[src/rtl/usb_rx_timer_ctrl.sv]
// USB receive bit timing: locks onto the SYNC falling edge, strobes D+ once per bit period,
// and flags byte boundaries and SE0 end-of-packet. Optional macro RX_EDGE_RESYNC_EN.
`timescale 1ns/1ps
module usb_rx_timer_ctrl #(
    parameter int CLKS_PER_BIT = 8,
    parameter int SAMPLE_POINT = 3
) (
    input  logic clk,
    input  logic rst,
    input  logic enable,
    input  logic d_plus_sync,
    input  logic d_minus_sync,
    output logic shift_enable,
    output logic byte_received,
    output logic eop,
    output logic rcving
);
    localparam int CW = $clog2(CLKS_PER_BIT);
    localparam logic [CW-1:0] LAST_CNT   = CW'(CLKS_PER_BIT - 1);
    localparam logic [CW-1:0] SAMPLE_CNT = CW'(SAMPLE_POINT);

    typedef enum logic [1:0] {IDLE, RUN, EOP_WAIT} state_t;

    state_t        state;
    logic [CW-1:0] clk_cnt;
    logic [CW-1:0] eff_cnt;
    logic [CW-1:0] cnt_next;
    logic [2:0]    bit_cnt;
    logic          d_plus_prev;
    logic          resync;
    logic          start_edge;
    logic          se0;
    logic          at_sample;

    // A resync edge counts as bit position 0, so it can pre-empt a sample on the same cycle.
    always_comb begin
`ifdef RX_EDGE_RESYNC_EN
        resync = (state == RUN) && (d_plus_sync ^ d_plus_prev);
`else
        resync = 1'b0;
`endif
        eff_cnt    = resync ? '0 : clk_cnt;
        cnt_next   = (eff_cnt == LAST_CNT) ? '0 : eff_cnt + CW'(1);
        start_edge = d_plus_prev && !d_plus_sync;
        se0        = !d_plus_sync && !d_minus_sync;
        at_sample  = (state == RUN) && enable && !rst && (eff_cnt == SAMPLE_CNT);
    end

    assign shift_enable  = at_sample && !se0;
    assign eop           = at_sample && se0;
    assign byte_received = shift_enable && (bit_cnt == 3'd7);
    assign rcving        = (state != IDLE);

    always_ff @(posedge clk) begin
        if (rst) begin
            state       <= IDLE;
            clk_cnt     <= '0;
            bit_cnt     <= '0;
            d_plus_prev <= 1'b1;
        end else begin
            d_plus_prev <= d_plus_sync;
            if (!enable) begin
                state   <= IDLE;
                clk_cnt <= '0;
                bit_cnt <= '0;
            end else begin
                case (state)
                    IDLE: begin
                        // The start-edge cycle itself is position 0, so the count resumes at 1.
                        if (start_edge) begin
                            state   <= RUN;
                            clk_cnt <= CW'(1);
                            bit_cnt <= '0;
                        end
                    end
                    RUN: begin
                        if (eop) begin
                            state   <= EOP_WAIT;
                            clk_cnt <= '0;
                            bit_cnt <= '0;
                        end else begin
                            clk_cnt <= cnt_next;
                            if (shift_enable)
                                bit_cnt <= bit_cnt + 3'd1;
                        end
                    end
                    EOP_WAIT: begin
                        if (d_plus_sync)
                            state <= IDLE;
                    end
                    default: begin
                        state   <= IDLE;
                        clk_cnt <= '0;
                        bit_cnt <= '0;
                    end
                endcase
            end
        end
    end
endmodule

[config.mk]
export PLATFORM = sky130hd
export DESIGN_NAME = usb_rx_timer_ctrl
export DESIGN_NICKNAME = d
export VERILOG_FILES = /design/src/rtl/usb_rx_timer_ctrl.sv
export SDC_FILE = /design/constraint.sdc
export NUM_CORES = 1
export LEC_CHECK = 0
export ABC_AREA = 1
export ABC_CLOCK_PERIOD_IN_PS = 1250
export CORE_AREA = 2 2 39 41
export CTS_CLUSTER_DIAMETER = 100
export CTS_CLUSTER_SIZE = 40
export DETAILED_ROUTE_END_ITERATION = 10
export DIE_AREA = 0 0 41 43
export GPL_TIMING_DRIVEN = 0
export PLACE_DENSITY_LB_ADDON = 0.08
export REMOVE_ABC_BUFFERS = 1
export SLEW_MARGIN = 20
export SYNTH_ARGS = -nofsm -noshare
export SYNTH_HDL_FRONTEND = slang
export SYNTH_SLANG_ARGS = --single-unit
[constraint.sdc]
create_clock -name clk -period 1.25 [get_ports clk]
set_input_delay 0.25 -clock clk [delete_from_list [all_inputs] [get_ports clk]]
set_output_delay 0.25 -clock clk [all_outputs]
set_load 0.02 [all_outputs]
==> implementation parameters, run 1 <==
Parameter                              Value

Run status
  Outcome    finished with violations
  Failing checks    setup timing

Finish
  Ratio of cells with drive above 1 in the final layout    49.4%
  Final antenna diode count    0
  Multi-input combinational cell area    382 um^2
  Fill cell count    136
  Final net count    100
  Post-route non-filler standard cell count    105
  Final core utilization    59.3%
  Storage element area    186 um^2
  Synth-to-Final Area Change    62.0%

Logic synthesis
  Syn Inst Count    66
  Cell variety after synth    15
  Multiplexer share of the synthesized area    0%
  Most common library cells after synthesis    nor2_1 (12), dfxtp_1 (9), nand2_1 (9), inv_1 (6), nand3_1 (6)
  Share of the synthesized area in compound gates (AO/OA/AOI/OAI)    9.14%
  Proportion of register bits with asynchronous set or reset after synthesis    0%
  Library cell with the highest instance count after synthesis    nor2_1
  Avg Synthesized Cell Area    7.68 um^2
  Cell taking the most area after synthesis    dfxtp_1
  Adder-Cell Fraction of Synth Area    12.3%
  EDFF count, synth    0
  Parity-gate share of the synthesized area counting xor and xnor cells    0%
  Most frequently used flop master after synthesis    dfxtp_1
  Ys Warns    0
  Share of Yosys cell area claimed by the top area cell type    35.6%
  Yosys reg bits    9
  Largest family of logic cells by synthesized area    simple AND/OR/NAND/NOR gates
  Portion of the post-synthesis area used by sequential elements    35.6%
  Synthesized-area fraction occupied by and/or/nand/nor cells    37.0%
  Post-synthesis instance area    507 um^2
  Largest cells by area after synthesis    dfxtp_1 (36%), ha_1 (12%), nor2_1 (8.9%)

Die
  Ports    9
  Die area    1760 um^2
  CORE AREA    1380 um^2
  Row count    14
  Die height    43 um
  Initial standard-cell utilization of the core    36.6%
  Chip Width    41 um

Detailed routing
  Top Metal Used    met4
  Routed wire length on met3    76 um
  Met2 Routed Length    620 um
  Via count of the routed design    507
  DR iter-0 viols    16
  Total length of routed wires    1270 um
  Wire length per cell after detailed routing    12.1 um
  Routed Antenna Nets    0
  Remaining DRCs    0
  DRT met1 WL    557 um
  Total iterations of the first detailed-routing run    4
  Vias per cell    4.83

Pwr
  Leakage power summed over all cells    0.343 nW
  VDD IR max    517 uV
  Power density of the placed cells    791 nW/um^2
  Power, Total    0.649 mW

Clocking
  Clock sink count    9
  Clock Tree Buf Depth    2
  H-Tree Depth    1
  CTS tree    built
  Clock-pin transition on the worst setup and hold timing paths    70 ps
  Number of buffers added by the clock tree synthesis step    3
  Insertion delay to the later sink of the worst-skew pair    260 ps
  Clock root buffer master    clkbuf_4

Global route
  Global-route wire length before repair    1820 um
  Remaining Overflow, GRT    0
  Total GRT Usage    15.3%
  Pin count of the biggest net entering global routing    8
  Number of antenna violations at the first check in global routing    0
  Number of global-route vias before repair    443

STA
  Worst slew pin tran    327 ps
  Fraction of the cycle the final worst path needs    135%
  Number of pins with negative max-slew slack in the final report    0
  Unrepaired setup endpoints after global routing    true
  Final Skew    8.70 ps
  Max Clk Rate    593 MHz
  Final Setup Violations    10
  Fin crit period    1690 ps
  Max_slew headroom    78.1%
  Least setup slack across all paths after layout    -437 ps
  Final hold vios    0
  Setup tns final    -2520 ps

Job
  Max-cap violation count    0

Placed design
  Total half-perimeter wirelength after legalization and detailed placement    743 um
  Number of buffers inserted by port buffering    8
  Final RePlAce weighted congestion    0.746
  Placed insts    90

Critical path
  Register-to-register setup slack    -360 ps
  R2r endpoint    bit_cnt[0]$_SDFFE_PP0P_
  Arr. time, crit path    1440 ps
  Element type at the critical path start    flop
  Critical path fanouts, max    4
  Worst-case reg-to-reg path depth    11
  Launch point of the worst reg-to-reg path    clk_cnt[1]$_SDFFE_PP0P_
  Critical Path Source    clk_cnt[1]$_SDFFE_PP0P_
  Class of the most critical setup path    reg2out
  Required arrival time at the worst endpoint    1000 ps
  Worst setup EP type    output pin
  Crit path capture    byte_received

Min path
  Hold Path Class    reg2reg
  Hold path start    bit_cnt[1]$_SDFFE_PP0P_
## metrics by stage
stage                     hold slack (ps)  cell area, um^2  setup WS, ps
after floorplan                       355              507          -292
after detailed placement              463              607          -827
after global placement                458              607          -835
after global routing                  494              821          -489
final                                 469              821          -437
after CTS                             470              766          -429
## routing by layer
metal	global-route usage (%)	vias to the layer above
met1	18.9	234
met2	23.4	13
met5	0	-
met4	8.00	0
met3	3.66	2
li1	-	258
## worst max-delay path, cell delays in order, from the launching register on
cell and delay, ps:
dfxtp_2 360, ha_4 150, ha_4 130, nand3_4 130
nor2_4 120, and3_1 150, buf_4 130
## flip-flops by register name (all words and copies together), names as in the netlist
signal       cells
state            2
clk_cnt          3
bit_cnt          3
d_plus_prev      1
## layout by cell type (no fill, tap or decap)
cell type / n
nor2_1: 11
buf_4: 7
buf_6: 7
nand2_1: 6
nand2_2: 6
dfxtp_1: 6
inv_1: 5
nand3_1: 4
clkdlybuf4s50_1: 4
inv_2: 3
clkbuf_4: 3
nand3_4: 2
nand3_2: 2
nor2_4: 2
and3_1: 2
a21oi_2: 2
a21oi_1: 2
ha_1: 2
ha_4: 2
dfxtp_2: 2
nor3_2: 1
o21bai_4: 1
nand2_4: 1
o21a_1: 1
nor3_1: 1
ha_2: 1
clkbuf_1: 1
buf_2: 1
dfxtp_4: 1
## cell families (layout without fill, tap and decap cells)
group / after synthesis / in the layout
fa+ha+maj: 5 / 5
buf+inv: 8 / 31
flops: 9 / 9
simple gates: 38 / 38
compound gates: 6 / 6
## repair_timing
action                     in CTS  in global routing
resized for setup              43                  8
gates cloned                    0                  0
buffers inserted                7                  5
hold buffers                    0                  0
pin swaps                       5                  5
setup endpoints to repair      12                 10
## how the worst min path moves through the flow
stage                              end  slack (ps)  cells after the start
2_1_floorplan   d_plus_prev$_SDFF_PP1_         360                      2
3_3_place_gp   bit_cnt[1]$_SDFFE_PP0P_         460                      2
3_5_place_dp   bit_cnt[1]$_SDFFE_PP0P_         460                      2
4_1_cts        bit_cnt[1]$_SDFFE_PP0P_         470                      2
5_1_grt        bit_cnt[1]$_SDFFE_PP0P_         490                      2
6_report       bit_cnt[1]$_SDFFE_PP0P_         470                      2
## power breakdown
group          internal, mW  switching [mW]  leakage [nW]
Clock                 0.123           0.111        0.0150
Combinational        0.0587          0.0576         0.254
Sequential            0.292         0.00684        0.0747
Total                 0.473           0.176         0.343
## cell type report
type | count | area share, %
Tap cell | 16 | 2.44
Clock buffer | 4 | 3.20
Inverter | 8 | 3.66
Sequential cell | 9 | 22.7
Multi-Input combinational cell | 49 | 46.5
Timing Repair Buffer | 19 | 21.5
(Power assumes the default switching activity.)
==> inputs of run 2 (changes only) <==
ABC_CLOCK_PERIOD_IN_PS = 1400   (was 1250)
CTS_CLUSTER_SIZE = 28   (was 40)
clock period = 1.4 ns   (was 1.25 ns; I/O delays follow)
==> run 2 against run 1 <==
Compared with the run above:
- the run still ends with setup timing left
- clock skew is 2.2 ps lower
- power is 14% lower
- flip-flop and latch count stayed put
- clock power is 11% lower
- largest power group unchanged
==> implementation parameters, run 2 (synthesis gave the netlist of run 1 again) <==
Parameter                              Value

Min path
  Hold path cells    2 (unchanged)
  Hold Path Class    reg2reg
  Worst-case hold path end point    bit_cnt[1]$_SDFFE_PP0P_
  Hold path start    bit_cnt[1]$_SDFFE_PP0P_

Critical path
  Family with the most delay on the worst path    simple AND/OR/NAND/NOR gates
  Class of the most critical setup path    reg2out
  Critical Path Source    clk_cnt[1]$_SDFFE_PP0P_
  Critical path cell sequence    ha_4 -> ha_4 -> nand3_4 -> nand3_4 -> nand2_4 -> nor2_4 -> buf_6
  R2r endpoint    clk_cnt[0]$_SDFFE_PP0P_
  Worst-case reg-to-reg path depth    9 (-2)
  Element type at the critical path start    flop
  Stages on worst setup path    7 (+1)
  Launch point of the worst reg-to-reg path    clk_cnt[1]$_SDFFE_PP0P_
  Critical path fanouts, max    4 (unchanged)
  Number of buffer and inverter stages on the critical path    1 (unchanged)
  Master of the slowest instance on the critical path    dfxtp_2
  Required arrival time at the worst endpoint    1120 ps (+120 ps)
  Register-to-register setup slack    -70 ps (+290 ps)
  Arr. time, crit path    1430 ps (about the same)
  Worst setup EP type    output pin
  Slowest Stage Delay on Critical Path    360 ps (about the same)

Placed design
  Placed insts    90 (unchanged)
  Area of placed instances    607 um^2 (unchanged)
  Place WS    -737 ps (+90.0 ps)
  Number of buffers inserted by port buffering    8 (unchanged)
  Total half-perimeter wirelength after legalization and detailed placement    743 um (unchanged)
  Final RePlAce weighted congestion    0.746 (unchanged)

Finish
  Post-route non-filler standard cell count    100 (-4.8%)
  Cell area after layout    751 um^2 (-8.5%)
  Synth-to-Final Area Change    48.1%
  Leading cell type in the layout, fill and taps excluded    nor2_1
  Ratio of cells with drive above 1 in the final layout    39.3% (-10 points)
  Largest registers    bit_cnt: 3 flops, clk_cnt: 3 flops, state: 2 flops
  Final antenna diode count    0 (unchanged)
  Commonest cells after routing, fill and taps aside    nor2_1 (11), nand2_1 (9), buf_4 (7)
  Final net count    95 (-5.0%)
  Final core utilization    54.2% (-5.1 points)

Run status
  Failing checks    setup timing
  Outcome    finished with violations

Clocking
  CTS tree    built
  Number of buffers added by the clock tree synthesis step    3 (unchanged)
  Clock Tree Buf Depth    2 (unchanged)
  H-Tree Depth    1 (unchanged)
  Clock sink count    9 (unchanged)
  Insertion delay to the later sink of the worst-skew pair    260 ps (about the same)
  Clock root buffer master    clkbuf_4
  Clock-pin transition on the worst setup and hold timing paths    70 ps (about the same)

STA
  Final Skew    6.54 ps (-2.16 ps)
  Unrepaired setup endpoints after global routing    true
  Number of pins with negative max-slew slack in the final report    0 (unchanged)
  Final Setup Violations    7 (-3)
  Setup tns final    -1020 ps (+1500 ps)
  Final hold vios    0 (unchanged)
  Fraction of the cycle the final worst path needs    122%
  Max_slew headroom    82.4% (+4.2 points)
  Hold_ws    468 ps (-1.12 ps)
  Least setup slack across all paths after layout    -309 ps (+128 ps)
  Max Clk Rate    585 MHz
  Fin crit period    1710 ps
  Worst slew pin tran    264 ps (-63.1 ps)

Job
  Max-cap violation count    0 (unchanged)

Detailed routing
  Routed Antenna Nets    0 (unchanged)
  Total iterations of the first detailed-routing run    3 (-1)
  Wire length per cell after detailed routing    10.6 um (-12%)
  Remaining DRCs    0 (unchanged)
  Total length of routed wires    1060 um (-16%)
  Routed wire length on met3    62 um (-18%)
  Met2 Routed Length    474 um (-24%)
  Via count of the routed design    471 (-7.1%)
  DR iter-0 viols    8 (-8)
  Vias per cell    4.71 (-2.5%)
  DRT met1 WL    512 um (-8.1%)
  Top Metal Used    met4

Die
  CORE AREA    1380 um^2 (unchanged)
  Ports    9 (unchanged)
  Initial standard-cell utilization of the core    36.6% (unchanged)
  Row count    14 (unchanged)
  Die area    1760 um^2 (unchanged)
  Die height    43 um (unchanged)
  Chip Width    41 um (unchanged)

Pwr
  Sw frac    26.5% (-0.61 points)
  Clock Power Share    37.3% (+1.2 points)
  VDD IR max    451 uV (-13%)
  Relative contribution of sequential cells to total power    47.8% (+1.8 points)
  Portion of total power attributed to combinational logic    14.9% (-3.0 points)
  Power, Total    0.557 mW (-14%)
  Internal portion of total power    0.409 mW (-14%)
  P_sw    0.147 mW (-16%)
  Power density of the placed cells    741 nW/um^2 (-6.3%)
  Leakage power summed over all cells    0.309 nW (-9.9%)

Global route
  Remaining Overflow, GRT    0 (unchanged)
  Pin count of the biggest net entering global routing    8 (unchanged)
  Number of global-route vias before repair    436 (-1.6%)
  Global-route wire length before repair    1770 um (-2.6%)
  Total GRT Usage    14.8% (-0.50 points)
  Number of antenna violations at the first check in global routing    0 (unchanged)
## run 2: cell types whose count changed in the layout (fill, tap and decap cells not counted), sizes merged
cell	delta
clkdlybuf4s15	+1
buf	-6
## run 2: worst register-to-register path, stage by stage, from the launching register on
cell      delay [ps]
dfxtp_2          360
ha_4             150
ha_4             130
nand3_4          130
o21bai_4         180
buf_4            130
buf_6             90
nand2_1           50
nand2_1           60
a21oi_1           60
## run 2: what timing repair did
item	in CTS	in global routing
pin swaps	3	3
endpoints found under the setup margin	7	8
buffers inserted	4	2
gates resized for setup	35	3
hold buffers	0	0
## run 2: final cells by class
class,instances,area [um^2]
clock buffer,4,26.3
fill,139,633
inverter,8,30.0
multi-input combinational,49,362
sequential,9,186
tap,16,20.0
timing repair buffer,14,126
## run 2: worst max-delay path by stage
stage	to	slack (ps)
2_1_floorplan	eop	-170
3_3_place_gp	shift_enable	-750
3_5_place_dp	byte_received	-740
4_1_cts	shift_enable	-310
5_1_grt	shift_enable	-380
6_report	shift_enable	-310
## run 2: layer usage
metal	GRT usage [%]	up-vias
met5	0	-
met4	8.00	0
met3	3.66	2
met2	22.5	7
met1	18.2	214
li1	-	248
## run 2: power groups by stage
stage                     logic, mW  registers [mW]  clock network, mW
final                        0.0829           0.266              0.208
after global routing         0.0905           0.267              0.228
after CTS                    0.0804           0.266              0.214
after detailed placement     0.0676           0.271                  0
after global placement       0.0675           0.271                  0
after floorplan              0.0427           0.270                  0
